[src/rtl/mem_arbiter.sv]
// Two-port (instruction / data) arbiter in front of a single shared memory.
// Data wins by default, but instruction fetch is forced after STARVE_LIMIT consecutive data grants.
module mem_arbiter #(
  parameter int unsigned STARVE_LIMIT = 4
) (
  input  logic        clk,
  input  logic        rst_n,
  input  logic        i_read,
  input  logic [15:0] i_address,
  output logic [15:0] i_rdata,
  output logic        i_resp,
  input  logic        d_read,
  input  logic        d_write,
  input  logic [15:0] d_address,
  input  logic [15:0] d_wdata,
  input  logic [1:0]  d_wmask,
  output logic [15:0] d_rdata,
  output logic        d_resp,
  output logic        mem_read,
  output logic        mem_write,
  output logic [15:0] mem_address,
  output logic [15:0] mem_wdata,
  output logic [1:0]  mem_byte_enable,
  input  logic [15:0] mem_rdata,
  input  logic        mem_resp
);

  localparam int unsigned CNT_W = 3;

  typedef enum logic [1:0] {IDLE = 2'd0, SERVE_I = 2'd1, SERVE_D = 2'd2, DONE = 2'd3} state_t;

  state_t             state, state_nxt;
  logic [CNT_W-1:0]   dcount, dcount_nxt;
  logic               grant_d_c, grant_i_c;
  logic               mem_read_nxt, mem_write_nxt, i_resp_nxt, d_resp_nxt;
  logic [15:0]        mem_address_nxt, mem_wdata_nxt, i_rdata_nxt, d_rdata_nxt;
  logic [1:0]         mem_byte_enable_nxt;

  // Grant decision, only meaningful while idle
  always_comb begin
    grant_d_c = (state == IDLE) && (d_read || d_write) &&
                (!i_read || (32'(dcount) < STARVE_LIMIT));
    grant_i_c = (state == IDLE) && i_read && !grant_d_c;
  end

  // State and registered outputs
  always_ff @(posedge clk) begin
    if (!rst_n) begin
      state           <= IDLE;
      dcount          <= '0;
      mem_read        <= 1'b0;
      mem_write       <= 1'b0;
      mem_address     <= '0;
      mem_wdata       <= '0;
      mem_byte_enable <= '0;
      i_rdata         <= '0;
      d_rdata         <= '0;
      i_resp          <= 1'b0;
      d_resp          <= 1'b0;
    end else begin
      state           <= state_nxt;
      dcount          <= dcount_nxt;
      mem_read        <= mem_read_nxt;
      mem_write       <= mem_write_nxt;
      mem_address     <= mem_address_nxt;
      mem_wdata       <= mem_wdata_nxt;
      mem_byte_enable <= mem_byte_enable_nxt;
      i_rdata         <= i_rdata_nxt;
      d_rdata         <= d_rdata_nxt;
      i_resp          <= i_resp_nxt;
      d_resp          <= d_resp_nxt;
    end
  end

  // Next state
  always_comb begin
    state_nxt = state;
    case (state)
      IDLE: begin
        if (grant_d_c)      state_nxt = SERVE_D;
        else if (grant_i_c) state_nxt = SERVE_I;
      end
      SERVE_I, SERVE_D: begin
        if (mem_resp) state_nxt = DONE;
      end
      DONE:    state_nxt = IDLE;
      default: state_nxt = IDLE;
    endcase
  end

  // Next values of the registered outputs and the starvation counter
  always_comb begin
    dcount_nxt          = dcount;
    mem_read_nxt        = mem_read;
    mem_write_nxt       = mem_write;
    mem_address_nxt     = mem_address;
    mem_wdata_nxt       = mem_wdata;
    mem_byte_enable_nxt = mem_byte_enable;
    i_rdata_nxt         = i_rdata;
    d_rdata_nxt         = d_rdata;
    i_resp_nxt          = 1'b0;
    d_resp_nxt          = 1'b0;
    case (state)
      IDLE: begin
        if (grant_d_c) begin
          // A simultaneous read and write is served as a store
          mem_write_nxt       = d_write;
          mem_read_nxt        = !d_write;
          mem_address_nxt     = d_address;
          mem_wdata_nxt       = d_wdata;
          mem_byte_enable_nxt = d_write ? d_wmask : 2'b00;
          if (i_read && (dcount != 3'd7)) dcount_nxt = dcount + 3'd1;
        end else if (grant_i_c) begin
          mem_read_nxt        = 1'b1;
          mem_write_nxt       = 1'b0;
          mem_address_nxt     = i_address;
          mem_byte_enable_nxt = 2'b00;
          dcount_nxt          = '0;
        end
      end
      SERVE_I: begin
        if (mem_resp) begin
          mem_read_nxt  = 1'b0;
          mem_write_nxt = 1'b0;
          i_rdata_nxt   = mem_rdata;
          i_resp_nxt    = 1'b1;
        end
      end
      SERVE_D: begin
        if (mem_resp) begin
          mem_read_nxt  = 1'b0;
          mem_write_nxt = 1'b0;
          if (mem_read) d_rdata_nxt = mem_rdata;
          d_resp_nxt    = 1'b1;
        end
      end
      default: begin
        mem_read_nxt  = 1'b0;
        mem_write_nxt = 1'b0;
      end
    endcase
  end

endmodule

[config.mk]
export PLATFORM = sky130hd
export DESIGN_NAME = mem_arbiter
export DESIGN_NICKNAME = d
export VERILOG_FILES = /design/src/rtl/mem_arbiter.sv
export SDC_FILE = /design/constraint.sdc
export NUM_CORES = 1
export LEC_CHECK = 0
export BUFFER_PORTS_ARGS = -buffer_cell sky130_fd_sc_hd__clkbuf_2
export CELL_PAD_IN_SITES_DETAIL_PLACEMENT = 1
export CELL_PAD_IN_SITES_GLOBAL_PLACEMENT = 2
export CORE_ASPECT_RATIO = 1.75
export CORE_MARGIN = 2
export CORE_UTILIZATION = 25
export CTS_CLUSTER_SIZE = 14
export DETAILED_ROUTE_END_ITERATION = 16
export PLACE_DENSITY_LB_ADDON = 0.1
export SYNTH_ARGS = -nofsm -noshare
export SYNTH_HDL_FRONTEND = slang
export SYNTH_SLANG_ARGS = --single-unit
[constraint.sdc]
create_clock -name clk -period 2 [get_ports clk]
set_clock_uncertainty 0.2 [all_clocks]
set_input_delay 0.4 -clock clk [delete_from_list [all_inputs] [get_ports clk]]
set_output_delay 0.4 -clock clk [all_outputs]
set_load 0.03 [all_outputs]
Yosys cells after proc, flatten, opt, wreduce, memory -nomap -nowiden
Cells that the tools add are included.
{ "totals": {"ff_bits": 75, "input_bits": 72, "output_inout_bits": 70, "word_cells": 61} }
{ "op_classes": {"addsub": 1, "magnitude_cmp": 1, "eq_ne": 7, "n_mux": 20, "reduce_logical": 21} }
{ "op_table": {"columns": ["op", "count"], "rows": [
  ["two-way mux 16 bit", 2],
  ["two-way mux 2 bit", 6],
  ["AND reduction 2 bit", 6],
  ["two-way mux 3 bit", 3],
  ["two-way mux 1 bit", 6],
  ["!= test 3 bit (second input constant)", 2],
  ["one-hot mux 2 bit (3 select lines)", 1],
  ["AND reduction 3 bit", 2],
  ["logical AND 1 bit", 5],
  ["== test 2 bit (second input constant)", 2],
  ["!= test 2 x 1 -> 1 bit (second input constant)", 2],
  ["one-hot mux 1 bit (2 select lines)", 2],
  ["adder 3 x 1 -> 3 bit (second input constant)", 1],
  ["zero test 1 bit", 3],
  ["less-than comparator 3 bit (second input constant)", 1],
  ["== test 2 x 1 -> 1 bit (second input constant)", 1],
  ["zero test 2 bit", 1],
  ["logical OR 1 bit", 2],
  ["nonzero test 2 bit", 1],
  ["OR reduction 2 bit", 1]
]} }

Depth between registers and ports, before layout
Gate-level depths: netlist (run 1).
{ "depth": {"ltp_word": 8, "depth_mapped": 7, "mapped_depth_nobuf": 6} }

Worst setup path before layout (run 1)
OpenSTA, ideal clock, no wires.
{ "synth_timing": {"path_kind": "reg2reg", "start": "register state[0]", "end": "register state[1]", "setup_ns": 0.116, "arrival_ns": 1.427, "required_ns": 1.684, "setup_slack_ns": 0.256, "stages_incl_launch_ff": 8, "n_path_buf": 1, "synth_period_minus_slack_ns": 1.744, "cell_sequence": "dfxtp_1 inv_1 ha_1 a21boi_2 o21ai_2 clkbuf_1 nand3_1 o211a_1"} }
{ "synth_via": {"elab_chain_cells": 7, "elab_cells_between_ends": 15, "classes_between": "eq/ne (5); mux (2); reduce/logical (8)"} }
{ "synth_rtl": {"columns": ["item", "line", "rtl"], "rows": [
  ["start: declaration", "32", "state_t state, state_nxt;"],
  ["start signal: assignment", "61", "state <= state_nxt;"],
  ["zero test 2 bit", "41, 43, 78", null],
  ["logical AND 1 bit (2 in a row)", "41", "grant_d_c = (state == IDLE) && (d_read || d_write) &&"],
  ["zero test 1 bit", "43", "grant_i_c = (state == IDLE) && i_read && !grant_d_c;"],
  ["logical AND 1 bit", "43", null],
  ["!= test 3 bit (no line)", null, null],
  ["AND reduction 2 bit (no line)", null, null]
]} }
Parallel ways exist; a longest one is shown, timed or not.
A chain may end at the register's enable or synchronous reset.

Worst setup path in the final report (run 1)
{ "layout_timing": {"start": "register state[0]", "end": "register mem_write"} }
{ "layout_via": {"elab_chain_cells": 7, "elab_cells_between_ends": 14, "classes_between": "eq/ne (4); mux (2); reduce/logical (8)"} }
{ "layout_rtl": {"columns": ["item", "line", "rtl"], "rows": [
  ["zero test 2 bit", "41, 43, 103", null],
  ["logical AND 1 bit (2 in a row)", "41", null],
  ["zero test 1 bit", "43", null],
  ["logical AND 1 bit", "43", null],
  ["!= test 3 bit (no line)", null, null],
  ["AND reduction 2 bit (no line)", null, null],
  ["end signal: assignment", "64", "mem_write <= mem_write_nxt;"],
  ["end: declaration", "20", "output logic mem_write,"]
]} }
Parallel ways exist; a longest one is shown, timed or not.

==> results.yml, run 1 <==
grt:
  gr-usage-met2_pct: 26.7
  top_usage_layer: "met2"
  grt_use_met1_pct: 15.3
  grt_max_degree: 82
  antenna_found_initial: 0
  grt_util_met3_pct: 3.44
  grt_pass1_wl_mm: 14.8
  grt_overflow: 0
  grt_usage_pct: 14.6
  grt_pass1_vias: 3110
route:
  dr.pass1.iters: 4
  vias: 2976
  viasPerCell: 4.68
  route.detailed.drc: 0
  dr.first_iter.drc_count: 72
  avgRoutedWirePerCell_um: 14.5
  finalWirelength_mm: 9.19
  drtAntennaViolNets: 0
sta:
  fin_crit_ns: 1.87
  period_share_pct: 93.7
  worst_pin_slew_ns: 0.657
  setup_viol: 0
  slew_headroom_pct: 56.2
  rsz0062_at_grt: "true"
  finalHoldViolations: 0
  fin_ws_ns: 0.126
  fmax_mhz: 534
  setup_tns_ns: 0
  drv_slew: 0
power_and_ir_drop:
  p_int_mw: 3.87
  p_total_mw: 6.25
  p_sw_mw: 2.38
  p_sw_share_pct: 38.1
  p_seq_share_pct: 31.9
  ir_worst_vdd_v: 0.000467
  leakagePower_nw: 1.89
  power.density_nw_per_um2: 1490
  pwr-share-clk_pct: 29.8
  comb_power_share_pct: 38.3
placement:
  place_congestion: 0.699
  pre_cts_ws_ns: 0.0799
  numPortBuffers: 141
  hpwl_mm: 6.72
cts:
  h-tree-depth: 3
  root_buffer: "clkbuf_16"
  hold_buffers: 0
  cts_made_buffers: 9
  clockBufferDepth: 2
  cts_sinks: 75
  cts_tree: "built"
  clk_pin_slew_worst_paths_ns: 0.06
  insertion_delay_ns: 0.33
setup_path:
  critPathMaxFanout: 5
  cp.arrival_ns: 1.93
  critical_path_required_ns: 2.06
  r2r-start: "state[0]$_SDFFE_PN0P_"
  cp-startpoint: "state[0]$_SDFFE_PN0P_"
  end_kind: "flop"
  path_class: "flop to flop"
  start_kind: "flop"
final_layout:
  final_util_pct: 36.4
  diodes: 0
  final_cell_mix: "clkbuf_2 (141), nand2_1 (140), dfxtp_1 (75), a21boi_0 (48), o21ai_0 (18)"
  area_growth_pct: 41.1
  layout_commonest_cell: "clkbuf_2"
  drive_above_1_share_pct: 33.9
  finalNetCount: 575
floorplan:
  ioPinCount: 142
  die_h_um: 149
  core_um2: 11600
  placementRows: 52
  die_area_um2: 12900
  die_w_um: 86.6
  start_util_pct: 25.8
synthesis:
  netlist_instances: 359
  yosysSeqAreaShare_pct: 50.3
  syn_area_per_cell_um2: 8.31
  syn_nets: 437
  synth_warnings: 0
  syn_area_um2: 2980
  ys_types: 27
  ys_ff_latch: 75
job:
  cap_viol_max_count: 0
outcome:
  status: "complete, no violations"
min_path:
  hp-start: "d_wdata[12]"
  hp-class: "primary input to flop"
==> worst max-delay path, cell delays in order, from the launching register on <==
cell and delay [ns]:
dfxtp_1 0.36, inv_1 0.09, ha_1 0.33, nor2b_1 0.16, a31oi_1 0.33, buf_4 0.19, nand3_1 0.07, o21ai_0 0.08
==> layer usage <==
metal / up-vias / wire [um] / part of all wire (%)
li1: 1471 / - / -
met1: 1394 / 3480 / 38
met5: - / 0 / 0
met4: 0 / 250 / 2.7
met3: 17 / 481 / 5.2
met2: 94 / 4980 / 54
==> sequential cells by signal (all words and copies together) (netlist names) <==
signal	count
mem_write	1
i_rdata	16
mem_read	1
mem_byte_enable	2
mem_address	16
mem_wdata	16
d_resp	1
dcount	3
i_resp	1
d_rdata	16
state	2
==> metrics by stage <==
stage / hold WS, ns / instances / instance area, um^2
2_1_floorplan: 0.250 / 359 / 2980
3_3_place_gp: 0.244 / 621 / 3860
3_5_place_dp: 0.252 / 621 / 3860
4_1_cts: 0.0879 / 636 / 4210
5_1_grt: 0.0861 / 636 / 4210
6_report: 0.0982 / 636 / 4210
==> final timing paths <==
check | endpoint | slack (ns) | cells past startpoint
max | mem_write$_SDFFE_PN0P_ | 0.13 | 7
min reg2reg | d_rdata[7]$_SDFFE_PN0P_ | 0.26 | 2
max reg2reg | mem_write$_SDFFE_PN0P_ | 0.13 | 7
min | mem_wdata[12]$_SDFFE_PN0P_ | 0.1 | 3
==> cells by family after synthesis <==
family | count (synthesis) | synth area share (%)
AO/OA/AOI/OAI | 97 | 22.5
adder cells (fa/ha/maj) | 6 | 2.52
buffers and inverters | 26 | 3.86
flip-flops | 75 | 50.3
AND/OR/NAND/NOR | 155 | 20.8
==> synthesized netlist by cell type <==
library cell / n / area share (%)
nand2_1: 140 / 18
dfxtp_1: 75 / 50
a21boi_0: 48 / 12
o21ai_0: 18 / 3.0
a31oi_1: 17 / 3.6
clkbuf_1: 16 / 2.0
ha_1: 6 / 2.5
buf_2: 4 / 0.67
nand2b_1: 4 / 0.84
and3_1: 3 / 0.63
buf_4: 3 / 0.75
nand3_1: 3 / 0.50
o22ai_1: 3 / 0.63
a21boi_1: 2 / 0.50
a21boi_2: 2 / 0.75
and2_1: 2 / 0.42
inv_1: 2 / 0.25
o2bb2ai_1: 2 / 0.59
a21oi_1: 1 / 0.17
clkbuf_2: 1 / 0.17
nor2b_1: 1 / 0.21
nor3b_1: 1 / 0.25
o2111ai_1: 1 / 0.29
o211a_1: 1 / 0.34
o21a_1: 1 / 0.25
o21ai_2: 1 / 0.29
or3_4: 1 / 0.38
==> area by class of cell <==
| cell class | instances | area (um^2) |
|---|---|---|
| timing repair buffer | 151 | 822 |
| clock inverter | 4 | 98.8 |
| multi-input combinational | 258 | 1370 |
| fill | 1439 | 7370 |
| tap | 135 | 169 |
| inverter | 2 | 7.51 |
| clock buffer | 11 | 243 |
| sequential | 75 | 1500 |
==> power by group through the flow <==
| stage | combinational [mW] | clock, mW | sequential (mW) |
|---|---|---|---|
| CTS | 2.45 | 1.94 | 2.01 |
| floorplan | 1.01 | 0 | 2.60 |
| detailed placement | 2.45 | 0 | 2.03 |
| global route | 2.66 | 1.99 | 2.05 |
| global placement | 2.39 | 0 | 2.03 |
| finish | 2.39 | 1.86 | 2.00 |
==> timing repair <==
action / CTS / global route
endpoints found under the setup margin: 0 / 30
buffers inserted: 0 / 0
hold endpoints to repair: 0 / 0
gates resized for setup: 0 / 2
No activity file was read; power rests on OpenSTA's default activity.
==> inputs of run 2 (changes only) <==
--- a/config.mk
+++ b/config.mk
@@ -5,12 +5,13 @@
 export SDC_FILE = /design/constraint.sdc
 export NUM_CORES = 1
 export LEC_CHECK = 0
+export ABC_AREA = 1
 export BUFFER_PORTS_ARGS = -buffer_cell sky130_fd_sc_hd__clkbuf_2
 export CELL_PAD_IN_SITES_DETAIL_PLACEMENT = 1
 export CELL_PAD_IN_SITES_GLOBAL_PLACEMENT = 2
 export CORE_ASPECT_RATIO = 1.75
 export CORE_MARGIN = 2
-export CORE_UTILIZATION = 25
+export CORE_UTILIZATION = 24
 export CTS_CLUSTER_SIZE = 14
 export DETAILED_ROUTE_END_ITERATION = 16
 export PLACE_DENSITY_LB_ADDON = 0.1
==> constraint.sdc (replaced) <==
create_clock -name clk -period 2 [get_ports clk]
set_clock_uncertainty 0.2 [all_clocks]
set_input_delay 0.1 -clock clk [delete_from_list [all_inputs] [get_ports clk]]
set_output_delay 0.1 -clock clk [all_outputs]
set_load 0.03 [all_outputs]
==> run 2 against run 1 <==
  * Cell count up 25%
  * Total power grew 2.3%
  * Synthesized area grew 0.55%
  * Register-to-register slack is essentially flat
  * Synthesized cell count rose by 15%
  * Global-route usage grew 1.1 points
  * Sequential cell count did not move
==> results.yml, run 2 <==
outcome:
  status: "complete, no violations"
job:
  cap_viol_max_count: 0
floorplan:
  die_w_um: 88.5
  die_area_um2: 13400
  core_um2: 12400
  placementRows: 54
  die_h_um: 152
  start_util_pct: 24.3
  ioPinCount: 142
route:
  vias: 3328
  viasPerCell: 4.18
  avgRoutedWirePerCell_um: 12.9
  finalWirelength_mm: 10.3
  dr.pass1.iters: 4
  dr.first_iter.drc_count: 80
  route.detailed.drc: 0
  drtAntennaViolNets: 0
power_and_ir_drop:
  leakagePower_nw: 2.35
  p_total_mw: 6.40
  ir_worst_vdd_v: 0.000426
  power.density_nw_per_um2: 1310
cts:
  cts_sinks: 75
  h-tree-depth: 3
  cts_made_buffers: 9
  insertion_delay_ns: 0.33
  root_buffer: "clkbuf_16"
  clk_pin_slew_worst_paths_ns: 0.06
  cts_tree: "built"
  clockBufferDepth: 2
grt:
  grt_util_met3_pct: 3.31
  grt_overflow: 0
  grt_pass1_wl_mm: 16.5
  antenna_found_initial: 0
  grt_use_met1_pct: 16.3
  grt_pass1_vias: 3359
  grt_max_degree: 53
  gr-usage-met2_pct: 29.5
  top_usage_layer: "met2"
  grt_usage_pct: 15.6
final_layout:
  final_cell_area_um2: 4900
  final_cell_mix: "clkbuf_2 (141), nand2_1 (98), nor2_1 (83), dfxtp_1 (75), dlygate4sd3_1 (69)"
  multi_input_area_um2: 1270
  layout_commonest_cell: "clkbuf_2"
  n_fill_cell: 1574
  drive_above_1_share_pct: 27.5
  finalNetCount: 703
  seq_area_um2: 1500
  diodes: 0
  area_growth_pct: 63.4
  fin_cells: 797
setup_path:
  cp_slowest_stage_delay_ns: 0.57
  path_buf_inv: 3
  slowest_stage: "dlygate4sd3_1"
  start_kind: "flop"
  cp_cell_sequence: "inv_1 -> ha_1 -> nand2_1 -> buf_8 -> o21ai_1 -> dlygate4sd3_1 -> nor2_1"
  cp.arrival_ns: 1.89
  critical_path_required_ns: 2.03
  cp_top_family: "buffers and inverters"
  end_kind: "flop"
  critPathMaxFanout: 4
  path_class: "flop to flop"
placement:
  place_congestion: 0.721
  pre_cts_ws_ns: 0.188
  placedCellCount: 711
  dpl_cell_area_um2: 3910
  numPortBuffers: 141
  hpwl_mm: 7.17
sta:
  period_share_pct: 93.1
  rsz0062_at_grt: "false"
  fmax_mhz: 537
  drv_slew: 0
  setup_viol: 0
  finalHoldViolations: 0
  slew_headroom_pct: 61.0
  setup_tns_ns: 0
  fin_ws_ns: 0.138
  worst_pin_slew_ns: 0.584
  fin_crit_ns: 1.86
synthesis:
  syn_area_um2: 3000
  yosys.area.top_type_share_pct: 50.0
  yosys.area.top_type: "dfxtp_1"
  ys_types: 18
  synth_flop_cell: "dfxtp_1"
  async_flop_share_pct: 0
  synthTopCellsByCount: "nand2_1 (98), nor2_1 (83), dfxtp_1 (75)"
  yosysSeqAreaShare_pct: 50.0
  ys_ff_latch: 75
  syn_nets: 491
  syn_area_per_cell_um2: 7.26
  synth_area_leaders: "dfxtp_1 (50%), nand2_1 (12%), nor2_1 (10%)"
  synth_most_common_cell: "nand2_1"
  netlist_instances: 413
  synth-edff-count: 0
  synth_warnings: 0
min_path:
  hp-class: "primary input to flop"
## run 2: cell count changes after synthesis, moves of 3 or more
cell / change
a21boi_0: -48
a21oi_1: +34
a31oi_1: -17
and3_1: -3
inv_1: +29
nand2_1: -42
nand2b_1: -4
nor2_1: +83
o21ai_0: +34
o22ai_1: -3
## run 2: path summary, 6_finish.rpt
check                                 from                  endpoint  slack [ns]  depth (start not counted)
setup / recovery     state[1]$_SDFFE_PN0P_   i_rdata[2]$_SDFFE_PN0P_        0.14                          7
setup reg to reg     state[1]$_SDFFE_PN0P_   i_rdata[2]$_SDFFE_PN0P_        0.14                          7
hold reg to reg   d_rdata[14]$_SDFFE_PN0P_  d_rdata[14]$_SDFFE_PN0P_        0.25                          2
hold / removal                     d_write    mem_write$_SDFFE_PN0P_        0.06                          5
## run 2: cell families after synthesis
family | share of synthesized area, %
buf+inv | 7.55
flops | 50.0
simple gates | 24.5
compound gates | 15.4
fa+ha+maj | 2.50
## run 2: final cells by class
class	count	share of cell area, %
tap	168	4.29
sequential	75	30.6
timing repair buffer	223	30.9
clock buffer	10	4.67
inverter	32	2.45
multi-input combinational	284	26.0
clock inverter	5	1.12
## run 2: power by group
| group | switching, mW | internal [mW] | leakage, nW |
|---|---|---|---|
| Combinational | 1.83 | 0.930 | 1.60 |
| Clock | 0.620 | 0.955 | 0.134 |
| Sequential | 0.202 | 1.86 | 0.614 |
## run 2: worst min-delay path, cell delays in order
cell	delay, ns
clkbuf_2	0.09
nand4_1	0.16
nand3_1	0.09
nand2_1	0.06
nor2_1	0.04
## run 2: routing by layer
layer	part of all wire [%]	vias up
met5	0	-
met4	1.6	0
met3	4.6	13
met2	56	87
met1	38	1507
li1	-	1721
## run 2: what timing repair did
item                                    CTS  global route
endpoints found under the hold margin    67             0
gates resized for setup                   0             3
endpoints found under the setup margin    0             1
hold buffers                             69             0
setup buffers                             0             2
## run 2: through the flow
| stage | util (%) | hold WS [ns] |
|---|---|---|
| finish | 39.6 | 0.0570 |
| global route | 39.6 | 0.113 |
| CTS | 39.5 | 0.0497 |
| detailed placement | 31.6 | 0.151 |
| global placement | 31.6 | 0.145 |
| floorplan | - | 0.0138 |
==> inputs of run 3 (changes only) <==
--- a/config.mk
+++ b/config.mk
@@ -15,6 +15,7 @@
 export CTS_CLUSTER_SIZE = 14
 export DETAILED_ROUTE_END_ITERATION = 16
 export PLACE_DENSITY_LB_ADDON = 0.1
+export RECOVER_POWER = 50
 export SYNTH_ARGS = -nofsm -noshare
 export SYNTH_HDL_FRONTEND = slang
 export SYNTH_SLANG_ARGS = --single-unit
==> run 3 against run 2 <==
  * Critical path depth stayed put
  * Maximum frequency is 0.58% lower
  * First-iteration DRC count is 2.5% lower
  * Sequential share of layout area is 0.58 points higher
  * Worst setup slack worse by 0.011 ns
  * Non-clock buffer count stayed put
  * Clock power hardly changed
  * Cell count stayed put
==> results.yml, run 3 (synthesized netlist as in run 2, its figures left out) <==
outcome:
  status: "complete, no violations"
setup_path:
  path_class: "flop to flop"
  cp_top_family: "buffers and inverters"
  slowest_stage: "dlygate4sd3_1"
  cp.arrival_ns: 1.90
  end_kind: "flop"
  path_buf_inv: 3
  critical_path_required_ns: 2.03
  cp_slowest_stage_delay_ns: 0.58
  cp_cell_sequence: "inv_1 -> ha_1 -> nand2_1 -> buf_8 -> o21ai_1 -> dlygate4sd3_1 -> nor2_1"
  critPathMaxFanout: 4
  start_kind: "flop"
route:
  vias: 3328
  dr.first_iter.drc_count: 78
  dr.pass1.iters: 4
  finalWirelength_mm: 10.3
  viasPerCell: 4.18
  route.detailed.drc: 0
  drtAntennaViolNets: 0
  avgRoutedWirePerCell_um: 12.9
cts:
  clockBufferDepth: 2
  cts_made_buffers: 9
  insertion_delay_ns: 0.33
  h-tree-depth: 3
  cts_tree: "built"
  root_buffer: "clkbuf_16"
  cts_sinks: 75
  clk_pin_slew_worst_paths_ns: 0.06
final_layout:
  final_util_pct: 38.9
  fin_cells: 797
  multi_input_area_um2: 1270
  seq_area_um2: 1500
  layout_commonest_cell: "nand2_1"
  final_cell_area_um2: 4810
  area_growth_pct: 60.3
  diodes: 0
  finalNetCount: 703
  drive_above_1_share_pct: 16.2
  n_fill_cell: 1601
  final_cell_mix: "nand2_1 (98), nor2_1 (83), dfxtp_1 (75), clkbuf_1 (72), clkbuf_2 (71)"
sta:
  rsz0062_at_grt: "false"
  finalHoldViolations: 0
  setup_viol: 0
  worst_pin_slew_ns: 0.585
  slew_headroom_pct: 60.9
  fin_crit_ns: 1.87
  setup_tns_ns: 0
  period_share_pct: 93.6
  drv_slew: 0
  fmax_mhz: 534
job:
  cap_viol_max_count: 0
power_and_ir_drop:
  pwr-share-clk_pct: 24.9
  p_sw_mw: 2.65
  leakagePower_nw: 2.11
  p_seq_share_pct: 32.6
  power.density_nw_per_um2: 1310
  p_int_mw: 3.66
  comb_power_share_pct: 42.5
  p_sw_share_pct: 42.0
  p_total_mw: 6.31
  ir_worst_vdd_v: 0.000426
grt:
  grt_pass1_vias: 3359
  grt_usage_pct: 15.6
  grt_pass1_wl_mm: 16.5
  antenna_found_initial: 0
  grt_max_degree: 53
  grt_overflow: 0
floorplan:
  die_h_um: 152
  die_area_um2: 13400
  start_util_pct: 24.3
  die_w_um: 88.5
  core_um2: 12400
  placementRows: 54
  ioPinCount: 142
placement:
  place_congestion: 0.721
  hpwl_mm: 7.17
  dpl_cell_area_um2: 3910
  numPortBuffers: 141
  placedCellCount: 711
min_path:
  hp-class: "primary input to flop"
-- run 3: cell types whose count changed in the layout (fill, tap and decap cells not counted), sizes merged --
cell / before / now
clkbuf: 151 / 152
buf: 13 / 12
-- run 3: cell type report --
cell class                 count  area share [%]
sequential                    75            31.2
timing repair buffer         223            29.6
multi-input combinational    284            26.4
clock buffer                  10            4.76
tap                          168            4.37
inverter                      32            2.50
clock inverter                 5            1.14
-- run 3: routing by layer --
layer	track usage [%]	wire, um	vias up
li1	-	-	1723
met1	16.3	3880	1505
met2	29.5	5790	87
met3	3.31	481	13
met4	5.63	168	0
met5	0	0	-
-- run 3: timing repair --
action                     4_1_cts  5_1_grt
hold endpoints to repair        67        0
setup buffers                    0        2
resized for setup                0        3
hold buffers                    69        0
setup endpoints to repair        0        1
-- run 3: per-stage QoR --
step / hold slack, ns / setup slack [ns]
floorplan: 0.0138 / 0.304
global placement: 0.145 / 0.265
detailed placement: 0.151 / 0.188
CTS: 0.0497 / 0.0734
global route: 0.113 / 0.0207
finish: 0.0568 / 0.127
-- run 3: worst paths after layout --
path | from | endpoint | slack [ns] | depth (start not counted)
setup reg to reg | state[1]$_SDFFE_PN0P_ | i_rdata[2]$_SDFFE_PN0P_ | 0.13 | 7
setup / recovery | state[1]$_SDFFE_PN0P_ | i_rdata[2]$_SDFFE_PN0P_ | 0.13 | 7
hold reg to reg | d_rdata[14]$_SDFFE_PN0P_ | d_rdata[14]$_SDFFE_PN0P_ | 0.25 | 2
hold / removal | d_write | mem_write$_SDFFE_PN0P_ | 0.06 | 5
-- run 3: worst min-delay path, stage by stage --
cell and delay, ns:
clkbuf_2 0.09, nand4_1 0.16, nand3_1 0.09, nand2_1 0.06
nor2_1 0.04
-- run 3: power groups by stage --
stage | combinational (mW) | clock [mW] | sequential (mW)
after detailed placement | 2.69 | 0 | 2.10
after global placement | 2.66 | 0 | 2.08
final | 2.68 | 1.57 | 2.06
after floorplan | 1.20 | 0 | 2.71
after global routing | 3.01 | 1.70 | 2.11
after CTS | 2.81 | 1.64 | 2.07
